### src/rtl/fmap_ram_reader_if.sv
// Bundles the control, RAM-read and output-stream signals of fmap_ram_reader.
// The master modport is the reader; the slave modport is its environment.
interface fmap_ram_reader_if #(
   parameter int unsigned DATA_WIDTH = 16,
   parameter int unsigned ADDR_WIDTH = 13
);
   logic                  start_i;
   logic [2:0]            conv_layer_index_i;
   logic [8:0]            feature_last_i;
   logic                  sel_side_i;
   logic                  busy_o;
   logic                  done_o;
   logic                  ram_rd_en_o;
   logic [ADDR_WIDTH-1:0] ram_rd_addr_o;
   logic [DATA_WIDTH-1:0] ram_rd_data_i;
   logic [DATA_WIDTH-1:0] data_o;
   logic                  data_valid_o;
   logic                  data_ready_i;
   logic [8:0]            feature_index_o;
   logic                  word_last_o;
   logic                  frame_last_o;

   modport master (
      input  start_i, conv_layer_index_i, feature_last_i, sel_side_i,
      output busy_o, done_o,
      output ram_rd_en_o, ram_rd_addr_o,
      input  ram_rd_data_i,
      output data_o, data_valid_o, feature_index_o, word_last_o, frame_last_o,
      input  data_ready_i
   );

   modport slave (
      output start_i, conv_layer_index_i, feature_last_i, sel_side_i,
      input  busy_o, done_o,
      input  ram_rd_en_o, ram_rd_addr_o,
      output ram_rd_data_i,
      input  data_o, data_valid_o, feature_index_o, word_last_o, frame_last_o,
      output data_ready_i
   );
endinterface

### src/rtl/fmap_ram_reader.sv
// Reads a stored feature map out of the top/side buffer RAM and repacks it into a
// valid/ready stream with feature index and last-word tags.
module fmap_ram_reader #(
   parameter int unsigned DATA_WIDTH = 16,
   parameter int unsigned ADDR_WIDTH = 13
) (
   input logic               clk_i,
   input logic               rst_n,
   fmap_ram_reader_if.master bus
);

   typedef enum logic [1:0] {StIdle, StRun, StDrain, StDone} state_e;

   state_e state_q, state_d;

   logic [2:0] layer_q;
   logic [8:0] feat_last_q;
   logic       side_q;
   logic [4:0] word_q;
   logic [8:0] feat_q;

   logic       inflight_q;
   logic [8:0] infl_feat_q;
   logic       infl_wl_q;
   logic       infl_fl_q;

   logic [DATA_WIDTH-1:0] fifo_data_q [2];
   logic [8:0]            fifo_feat_q [2];
   logic [1:0]            fifo_wl_q;
   logic [1:0]            fifo_fl_q;
   logic                  wr_ptr_q;
   logic                  rd_ptr_q;
   logic [1:0]            occ_q;

   logic                  start_acc;
   logic                  start_invalid;
   logic [2:0]            w_shift;
   logic [4:0]            word_max;
   logic [ADDR_WIDTH-1:0] rd_addr;
   logic                  word_last_now;
   logic                  frame_last_now;
   logic                  valid;
   logic                  pop;
   logic                  credit_ok;
   logic                  issue;

   assign start_acc     = (state_q == StIdle) && bus.start_i;
   assign start_invalid = !bus.sel_side_i && (bus.conv_layer_index_i[2:1] == 2'b11);

   // W = 1 << w_shift, derived from the captured layer and RAM select
   always_comb begin
      w_shift = 3'd0;
      if (side_q) begin
         w_shift = 3'd3;
      end else begin
         case (layer_q)
            3'd0, 3'd1: w_shift = 3'd4;
            3'd2:       w_shift = 3'd3;
            3'd3:       w_shift = 3'd2;
            3'd4:       w_shift = 3'd1;
            default:    w_shift = 3'd0;
         endcase
      end
   end

   assign word_max       = 5'b11111 >> (3'd5 - w_shift);
   assign rd_addr        = (ADDR_WIDTH'(feat_q) << w_shift) + ADDR_WIDTH'(word_q);
   assign word_last_now  = (word_q == word_max);
   assign frame_last_now = word_last_now && (feat_q == feat_last_q);

   assign valid = (occ_q != 2'd0);
   assign pop   = valid && bus.data_ready_i;
   // occupancy + inflight - pop < 2, kept non-negative
   assign credit_ok = ({1'b0, occ_q} + {2'b00, inflight_q}) < (3'd2 + {2'b00, pop});
   assign issue     = (state_q == StRun) && credit_ok;

   always_comb begin
      state_d = state_q;
      unique case (state_q)
         StIdle: begin
            if (bus.start_i) state_d = start_invalid ? StDone : StRun;
         end
         StRun: begin
            if (issue && frame_last_now) state_d = StDrain;
         end
         StDrain: begin
            if (!inflight_q && ((occ_q == 2'd0) || ((occ_q == 2'd1) && pop))) state_d = StDone;
         end
         StDone:  state_d = StIdle;
         default: state_d = StIdle;
      endcase
   end

   always_ff @(posedge clk_i or negedge rst_n) begin
      if (!rst_n) begin
         state_q     <= StIdle;
         layer_q     <= '0;
         feat_last_q <= '0;
         side_q      <= 1'b0;
         word_q      <= '0;
         feat_q      <= '0;
      end else begin
         state_q <= state_d;
         if (start_acc) begin
            layer_q     <= bus.conv_layer_index_i;
            feat_last_q <= bus.feature_last_i;
            side_q      <= bus.sel_side_i;
            word_q      <= '0;
            feat_q      <= '0;
         end else if (issue) begin
            if (word_last_now) begin
               word_q <= '0;
               feat_q <= feat_q + 9'd1;
            end else begin
               word_q <= word_q + 5'd1;
            end
         end
      end
   end

   // Tags travel alongside the one-cycle RAM read latency
   always_ff @(posedge clk_i or negedge rst_n) begin
      if (!rst_n) begin
         inflight_q  <= 1'b0;
         infl_feat_q <= '0;
         infl_wl_q   <= 1'b0;
         infl_fl_q   <= 1'b0;
      end else begin
         inflight_q <= issue;
         if (issue) begin
            infl_feat_q <= feat_q;
            infl_wl_q   <= word_last_now;
            infl_fl_q   <= frame_last_now;
         end
      end
   end

   always_ff @(posedge clk_i or negedge rst_n) begin
      if (!rst_n) begin
         fifo_data_q[0] <= '0;
         fifo_data_q[1] <= '0;
         fifo_feat_q[0] <= '0;
         fifo_feat_q[1] <= '0;
         fifo_wl_q      <= '0;
         fifo_fl_q      <= '0;
         wr_ptr_q       <= 1'b0;
         rd_ptr_q       <= 1'b0;
         occ_q          <= '0;
      end else begin
         if (inflight_q) begin
            fifo_data_q[wr_ptr_q] <= bus.ram_rd_data_i;
            fifo_feat_q[wr_ptr_q] <= infl_feat_q;
            fifo_wl_q[wr_ptr_q]   <= infl_wl_q;
            fifo_fl_q[wr_ptr_q]   <= infl_fl_q;
            wr_ptr_q              <= ~wr_ptr_q;
         end
         if (pop) rd_ptr_q <= ~rd_ptr_q;
         occ_q <= occ_q + {1'b0, inflight_q} - {1'b0, pop};
      end
   end

   assign bus.busy_o          = (state_q != StIdle);
   assign bus.done_o          = (state_q == StDone);
   assign bus.ram_rd_en_o     = issue;
   assign bus.ram_rd_addr_o   = issue ? rd_addr : '0;
   assign bus.data_valid_o    = valid;
   assign bus.data_o          = valid ? fifo_data_q[rd_ptr_q] : '0;
   assign bus.feature_index_o = valid ? fifo_feat_q[rd_ptr_q] : '0;
   assign bus.word_last_o     = valid && fifo_wl_q[rd_ptr_q];
   assign bus.frame_last_o    = valid && fifo_fl_q[rd_ptr_q];

endmodule

### src/flat_wrapper.sv
// flat-port wrapper written by rule: the top's interface ports become plain ports
module fmap_ram_reader_flat 
#(
   parameter int unsigned DATA_WIDTH = 16,
   parameter int unsigned ADDR_WIDTH = 13
)
  (clk_i, rst_n, bus_start_i, bus_conv_layer_index_i, bus_feature_last_i, bus_sel_side_i, bus_busy_o, bus_done_o, bus_ram_rd_en_o, bus_ram_rd_addr_o, bus_ram_rd_data_i, bus_data_o, bus_data_valid_o, bus_feature_index_o, bus_word_last_o, bus_frame_last_o, bus_data_ready_i);
  fmap_ram_reader_if #(.DATA_WIDTH(DATA_WIDTH), .ADDR_WIDTH(ADDR_WIDTH)) bus_i ();
  input logic clk_i;
  input logic rst_n;
  input wire logic [$bits(bus_i.start_i)-1:0] bus_start_i;
  input wire logic [$bits(bus_i.conv_layer_index_i)-1:0] bus_conv_layer_index_i;
  input wire logic [$bits(bus_i.feature_last_i)-1:0] bus_feature_last_i;
  input wire logic [$bits(bus_i.sel_side_i)-1:0] bus_sel_side_i;
  output wire logic [$bits(bus_i.busy_o)-1:0] bus_busy_o;
  output wire logic [$bits(bus_i.done_o)-1:0] bus_done_o;
  output wire logic [$bits(bus_i.ram_rd_en_o)-1:0] bus_ram_rd_en_o;
  output wire logic [$bits(bus_i.ram_rd_addr_o)-1:0] bus_ram_rd_addr_o;
  input wire logic [$bits(bus_i.ram_rd_data_i)-1:0] bus_ram_rd_data_i;
  output wire logic [$bits(bus_i.data_o)-1:0] bus_data_o;
  output wire logic [$bits(bus_i.data_valid_o)-1:0] bus_data_valid_o;
  output wire logic [$bits(bus_i.feature_index_o)-1:0] bus_feature_index_o;
  output wire logic [$bits(bus_i.word_last_o)-1:0] bus_word_last_o;
  output wire logic [$bits(bus_i.frame_last_o)-1:0] bus_frame_last_o;
  input wire logic [$bits(bus_i.data_ready_i)-1:0] bus_data_ready_i;
  assign bus_i.start_i = bus_start_i;
  assign bus_i.conv_layer_index_i = bus_conv_layer_index_i;
  assign bus_i.feature_last_i = bus_feature_last_i;
  assign bus_i.sel_side_i = bus_sel_side_i;
  assign bus_busy_o = bus_i.busy_o;
  assign bus_done_o = bus_i.done_o;
  assign bus_ram_rd_en_o = bus_i.ram_rd_en_o;
  assign bus_ram_rd_addr_o = bus_i.ram_rd_addr_o;
  assign bus_i.ram_rd_data_i = bus_ram_rd_data_i;
  assign bus_data_o = bus_i.data_o;
  assign bus_data_valid_o = bus_i.data_valid_o;
  assign bus_feature_index_o = bus_i.feature_index_o;
  assign bus_word_last_o = bus_i.word_last_o;
  assign bus_frame_last_o = bus_i.frame_last_o;
  assign bus_i.data_ready_i = bus_data_ready_i;
  fmap_ram_reader #(.DATA_WIDTH(DATA_WIDTH), .ADDR_WIDTH(ADDR_WIDTH)) u_core (.clk_i(clk_i), .rst_n(rst_n), .bus(bus_i));
endmodule
### config.mk
export PLATFORM = sky130hd
export DESIGN_NAME = fmap_ram_reader_flat
export DESIGN_NICKNAME = d
export VERILOG_FILES = /design/src/rtl/fmap_ram_reader_if.sv /design/src/rtl/fmap_ram_reader.sv /design/src/flat_wrapper.sv
export SDC_FILE = /design/constraint.sdc
export NUM_CORES = 1
export LEC_CHECK = 0
export ABC_CLOCK_PERIOD_IN_PS = 7900
export BUFFER_PORTS_ARGS = -buffer_cell sky130_fd_sc_hd__buf_2
export CORE_UTILIZATION = 45
export DETAILED_ROUTE_END_ITERATION = 16
export HOLD_SLACK_MARGIN = 0.12
export SLEW_MARGIN = 10
export SYNTH_ARGS = -nofsm -noshare
export SYNTH_HDL_FRONTEND = slang
export SYNTH_SLANG_ARGS = --single-unit
export TNS_END_PERCENT = 10
### constraint.sdc
create_clock -name clk_i -period 7.9 [get_ports clk_i]
set_input_delay 1.185 -clock clk_i [delete_from_list [all_inputs] [get_ports clk_i]]
set_output_delay 1.185 -clock clk_i [all_outputs]
set_load 0.02 [all_outputs]
; Yosys cells after proc, flatten, opt, wreduce, memory -nomap -nowiden
; Index checks and enable logic that the tools add are counted.
; Widths: inputs -> output; s select.
[word_totals]
reg_bits = 99
elab_cells = 115
[classes]
addsub = 8
magnitude_cmp = 7
n_eq_ne = 14
n_shift = 2
mux = 36
bitwise = 4
n_reduce_logical = 25
[op_table]
columns = op, n
row1 = $mux 16, 5
row2 = $mux 9, 8
row3 = $bwmux 32, 1
row4 = $bwmux 18, 1
row5 = $demux 16 s1, 1
row6 = $mux 5, 3
row7 = $add 13x5->13, 1
row8 = $mux 13, 1
row9 = $shl 9x3->13, 1
row10 = $logic_and 1x1->1, 12
row11 = $pmux 3 s4, 1
row12 = $add 9x1->9 const B, 1
row13 = $demux 9 s1, 1
row14 = $eq 9x9->1, 1
row15 = $mux 2, 4
row16 = $pmux 2 s4, 1
row17 = $reduce_bool 2->1, 4
row18 = $eq 2x2->1 const B, 3
row19 = $eq 3x2->1 const B, 2
row20 = $add 5x1->5 const B, 1
row21 = $eq 5x5->1, 1
row22 = $mux 1, 5
row23 = $shr 5x3->5 const A, 1
row24 = $bwmux 2, 2
row25 = other kinds (26), 34

; Depth between registers and ports, before layout
[depth]
word_depth = 11
depth_mapped = 14
mapped_depth_nobuf = 13

; Least setup slack after synthesis
; No wires, ideal clock.
[synth_timing]
kind = reg-to-output
startpoint = register u_core.layer_q[1]
endpoint = output bus_ram_rd_addr_o[10]
t_arrival_ps = 3143
required_time_ps = 6715
slack_ps = 3572
stages_incl_launch_ff = 15
n_path_buf = 2
cell_sequence = dfrtp_1 clkbuf_1 buf_1 nor2_1 o21ai_0 o221a_2 o22ai_1 o21ai_0 ha_1 nand2_1 o21ai_0 nand2b_1 o22ai_1 a31oi_1 nor3b_1
[synth_via]
elab_chain_cells = 7
elab_cells_between_ends = 11
classes_between = add/sub (1) / eq/ne (4) / shift (1) / mux (3) / reduce/logical (2)
[synth_lines]
columns = item, line_no
row1 = start: declaration, fmap_ram_reader.sv:16  ; logic [2:0] layer_q;
row2 = start signal: assignment, fmap_ram_reader.sv:105  ; layer_q <= bus.conv_layer_index_i;
row3 = $eq 3x1->1 or $logic_not 3->1 (tied branches), fmap_ram_reader.sv:56  ; case (layer_q)
row4 = $reduce_or 2->1, fmap_ram_reader.sv:56
row5 = $pmux 3 s4 *, fmap_ram_reader.sv:56
row6 = $mux 3 *, fmap_ram_reader.sv:53  ; if (side_q) begin
row7 = $shl 9x3->13 *, fmap_ram_reader.sv:67  ; assign rd_addr = (ADDR_WIDTH'(feat_q) << w_shift) + ADDR_WIDTH'(word_q);
row8 = $add 13x5->13 *, fmap_ram_reader.sv:67
row9 = $mux 13 *, fmap_ram_reader.sv:165  ; assign bus.ram_rd_addr_o = issue ? rd_addr : '0;
row10 = end: declaration, flat_wrapper.sv:18  ; output wire logic [$bits(bus_i.ram_rd_addr_o)-1:0] bus_ram_rd_addr_o;
; Mark *: on every way between the ends. The rest lies on a longest branch, timed or not.

; Worst setup path after layout
[layout_timing]
startpoint = register u_core.layer_q[2]
endpoint = output bus_ram_rd_addr_o[10]
; Same word-level chain as after synthesis.

==> results.py <==
metrics = {
    "timing": {
        "skew_ns": 0.007421,
        "finalSetupViolCount": 0,
        "slew_violations": 0,
        "fin_crit_ns": 5.247,
        "post-route-period-util_pct": 66.42,
        "slew_headroom_pct": 28.43,
        "rsz0062_at_grt": "false",
        "hold_viol_final": 0,
        "whs_ns": 0.4711,
        "max_freq_ghz": 0.1906,
        "setup_tns_ns": 0,
        "worst_pin_slew_ns": 1.074,
    },
    "setup_path": {
        "critPathMaxFanout": 22,
        "crit_path_max_incr_delay_ns": 0.73,
        "r2r_slack_ns": 3.86,
        "crit_start": "u_core.layer_q[2]",
        "required_ns": 6.71,
        "crit_path_start_kind": "register",
        "endpoint_kind": "output pin",
        "criticalPathCategory": "register to output pin",
        "arrival_ns": 4.06,
        "r2r-start": "u_core.side_q",
        "r2r_cells": 9,
        "slowest_stage": "dfrtp_1",
        "r2r_end": "u_core.state_q[1]",
        "path_cells": "nor2b_1 -> a21oi_1 -> o221a_2 -> o22ai_1 -> o21ai_0 -> ha_1 -> nand2_1 -> o21ai_0 -> nand2_1 -> o22ai_1 -> a31oi_1 -> nor3b_1 -> buf_2",
    },
    "detailed_routing": {
        "drtPass1Iterations": 6,
        "drt_wl_total_um": 12980,
        "via_per_inst": 5.476,
        "drc_errors": 0,
        "drt-initial-drc-count": 302,
        "routedWlPerCell_um": 16.01,
        "detail-route-antenna-nets": 0,
        "via_count": 4441,
    },
    "cells_and_area": {
        "area_growth_pct": 14.19,
        "design_area_um2": 6465,
        "fillers": 1151,
        "final_cell_mix": "99 x dfrtp_1, 86 x nand2_1, 75 x buf_2, 54 x mux2_2, 53 x nor2_1",
        "num_antenna_cells": 0,
        "final_util_pct": 53.16,
        "finalNetCount": 690,
        "drive_gt1_share_pct": 24.88,
        "final_common_cell": "dfrtp_1",
    },
    "clock_tree": {
        "cts_made_buffers": 9,
        "cts_resized": 0,
        "cts_max_level": 3,
        "cts_tree": "built",
        "insertion_delay_ns": 0.35,
        "clockBufferDepth": 2,
        "clock-root-buffer": "clkbuf_16",
        "cts_setup_buffers": 0,
        "clk_pin_slew_worst_paths_ns": 0.07,
        "cts_num_sinks": 99,
        "holdBufCountCts": 0,
    },
    "logic_synthesis": {
        "ys.flop_type": "dfrtp_1",
        "netlist.area_leader.share_pct": 43.76,
        "synth_area_leaders": "dfrtp_1 44%, mux2_2 11%, mux2i_1 5.8%",
        "synth.distinct_cells": 60,
        "async_flop_share_pct": 100.0,
        "ys_ff_latch": 99,
        "yosysTopAreaCell": "dfrtp_1",
        "ys.warnings.count": 0,
        "syn-cell-area_um2": 5662,
        "synth_area_per_cell_um2": 9.728,
        "syn_nets": 634,
        "synth_edf_count": 0,
        "ys_seq_area_share_pct": 43.76,
        "netlist_instances": 582,
    },
    "min_path": {
        "holdPathEnd": "u_core.rd_ptr_q",
        "hp-class": "register to register",
        "hold_start": "u_core.rd_ptr_q",
        "holdPathStages": 1,
    },
    "job": {
        "drv_cap": 0,
    },
    "global_routing": {
        "track_usage_pct": 21.28,
        "grt_overflow": 0,
        "grt_pass1_wl_um": 21560,
        "grt_antenna_before_repair": 0,
        "grt_max_degree": 62,
        "grt_pass1_vias": 4325,
    },
    "pwr": {
        "power.density_nw_per_um2": 371.5,
        "p_int_w": 0.001377,
        "power.leakage_nw": 3.194,
        "power.net_switching_w": 0.001025,
        "p_comb_share_pct": 47.4,
        "worst_ir_drop_vdd_mv": 0.1570,
        "p_seq_share_pct": 34.0,
        "clkPwrFrac_pct": 18.5,
        "swShare_pct": 42.67,
    },
    "floorplan": {
        "die_w_um": 114.2,
        "io-pin-count": 77,
        "initial_core_util_pct": 46.55,
        "coreArea_um2": 12160,
        "row_count": 40,
        "die_area_um2": 13030,
        "die_h_um": 114.2,
    },
    "status": {
        "status": "finished clean",
    },
    "place": {
        "place_area_um2": 6160,
        "portBuffers": 76,
        "routabilityCongestion": 0.8826,
        "dp_hpwl_um": 9124,
    },
}
[final cells by class]
type / instances / area, µm² / share of cell area (%)
timing repair buffer: 81 / 420.4 / 6.503
clock buffer: 10 / 229.0 / 3.542
clock inverter: 6 / 71.32 / 1.103
multi-input combinational: 426 / 2978 / 46.06
sequential: 99 / 2477 / 38.32
tap: 168 / 210.2 / 3.251
inverter: 21 / 78.83 / 1.219
[worst max-delay path by stage]
stage                                  endpoint  cells after the start
after CTS                 bus_ram_rd_addr_o[10]                     13
after global placement    bus_ram_rd_addr_o[10]                     13
final                     bus_ram_rd_addr_o[10]                     13
after floorplan           bus_ram_rd_addr_o[10]                     14
after detailed placement  bus_ram_rd_addr_o[10]                     13
after global routing      bus_ram_rd_addr_o[10]                     13
[cell families (layout without fill, tap and decap cells)]
| logic type | after synthesis | count (layout) | synth area share (%) |
|---|---|---|---|
| AND/OR/NAND/NOR | 217 | 217 | 18.25 |
| flip-flops | 99 | 99 | 43.76 |
| multiplexers | 88 | 88 | 16.77 |
| AO/OA/AOI/OAI | 75 | 75 | 8.884 |
| buffers and inverters | 57 | 118 | 3.823 |
| XOR/XNOR | 27 | 27 | 4.177 |
| adder cells (fa/ha/maj) | 19 | 19 | 4.332 |
[state kept, by name, summed over array words and instances (netlist names), 2 cells and up]
name,cells
u_core.fifo_data_q,32
u_core.fifo_feat_q,18
u_core.feat_last_q,9
u_core.feat_q,9
u_core.infl_feat_q,9
u_core.word_q,5
u_core.layer_q,3
u_core.fifo_fl_q,2
u_core.fifo_wl_q,2
u_core.occ_q,2
u_core.state_q,2
[Yosys cell counts, types with 2 or more instances]
| master | n |
|---|---|
| xor2_1 | 9 |
| a21o_1 | 3 |
| o21a_1 | 2 |
| a31oi_1 | 7 |
| nor2b_1 | 6 |
| mux2_2 | 54 |
| nand3b_1 | 2 |
| nand3_1 | 8 |
| and3_1 | 5 |
| and2_1 | 2 |
| a21oi_1 | 11 |
| nand2b_1 | 6 |
| ha_1 | 18 |
| a221o_1 | 2 |
| nor3_1 | 9 |
| inv_1 | 21 |
| nand2_1 | 86 |
| nor4b_1 | 3 |
| and4_1 | 3 |
| o31ai_1 | 2 |
| nor4_1 | 6 |
| a222oi_1 | 2 |
| buf_2 | 2 |
| or3_1 | 4 |
| or2_2 | 4 |
| buf_1 | 3 |
| nor2_1 | 55 |
| or4_1 | 3 |
| clkbuf_1 | 31 |
| o22ai_1 | 8 |
| xnor2_1 | 18 |
| dfrtp_1 | 99 |
| a221oi_1 | 2 |
| nand4_1 | 8 |
| o211ai_1 | 2 |
| o21ai_0 | 19 |
| o21bai_1 | 2 |
| mux2i_1 | 33 |
[power groups by stage]
stage | clock [W] | combinational [W] | sequential [W]
final | 0.000445 | 0.00114 | 0.000817
after global routing | 0.000478 | 0.00126 | 0.000841
after CTS | 0.000460 | 0.00115 | 0.000814
after detailed placement | 0 | 0.00114 | 0.000823
after global placement | 0 | 0.00112 | 0.000811
after floorplan | 0 | 0.000922 | 0.000743
[layer usage]
metal	up-vias	track usage [%]	wire length [µm]	part of all wire (%)
met2	111	35.27	6176	48
met3	17	4.711	614	4.7
li1	2144	-	-	-
met1	2169	28.04	5961	46
met5	-	0	0	0
met4	0	5.887	230	1.8
[stage by stage]
stage / worst slack, ns / std cells / total power [W]
global route: 2.193 / 811 / 0.002579
detailed placement: 3.068 / 795 / 0.001964
floorplan: 3.572 / 582 / 0.001666
finish: 2.653 / 811 / 0.002401
CTS: 2.660 / 811 / 0.002420
global placement: 3.201 / 795 / 0.001935
[critical path: cells and delay by family (launching register included)]
family,cells,cell delay (ns)
adder cells (fa/ha/maj),1,0.34
AO/OA/AOI/OAI,7,1.53
AND/OR/NAND/NOR,4,0.90
flip-flops,1,0.73
buffers and inverters,1,0.22
No activity file was read; power rests on OpenSTA's default activity.
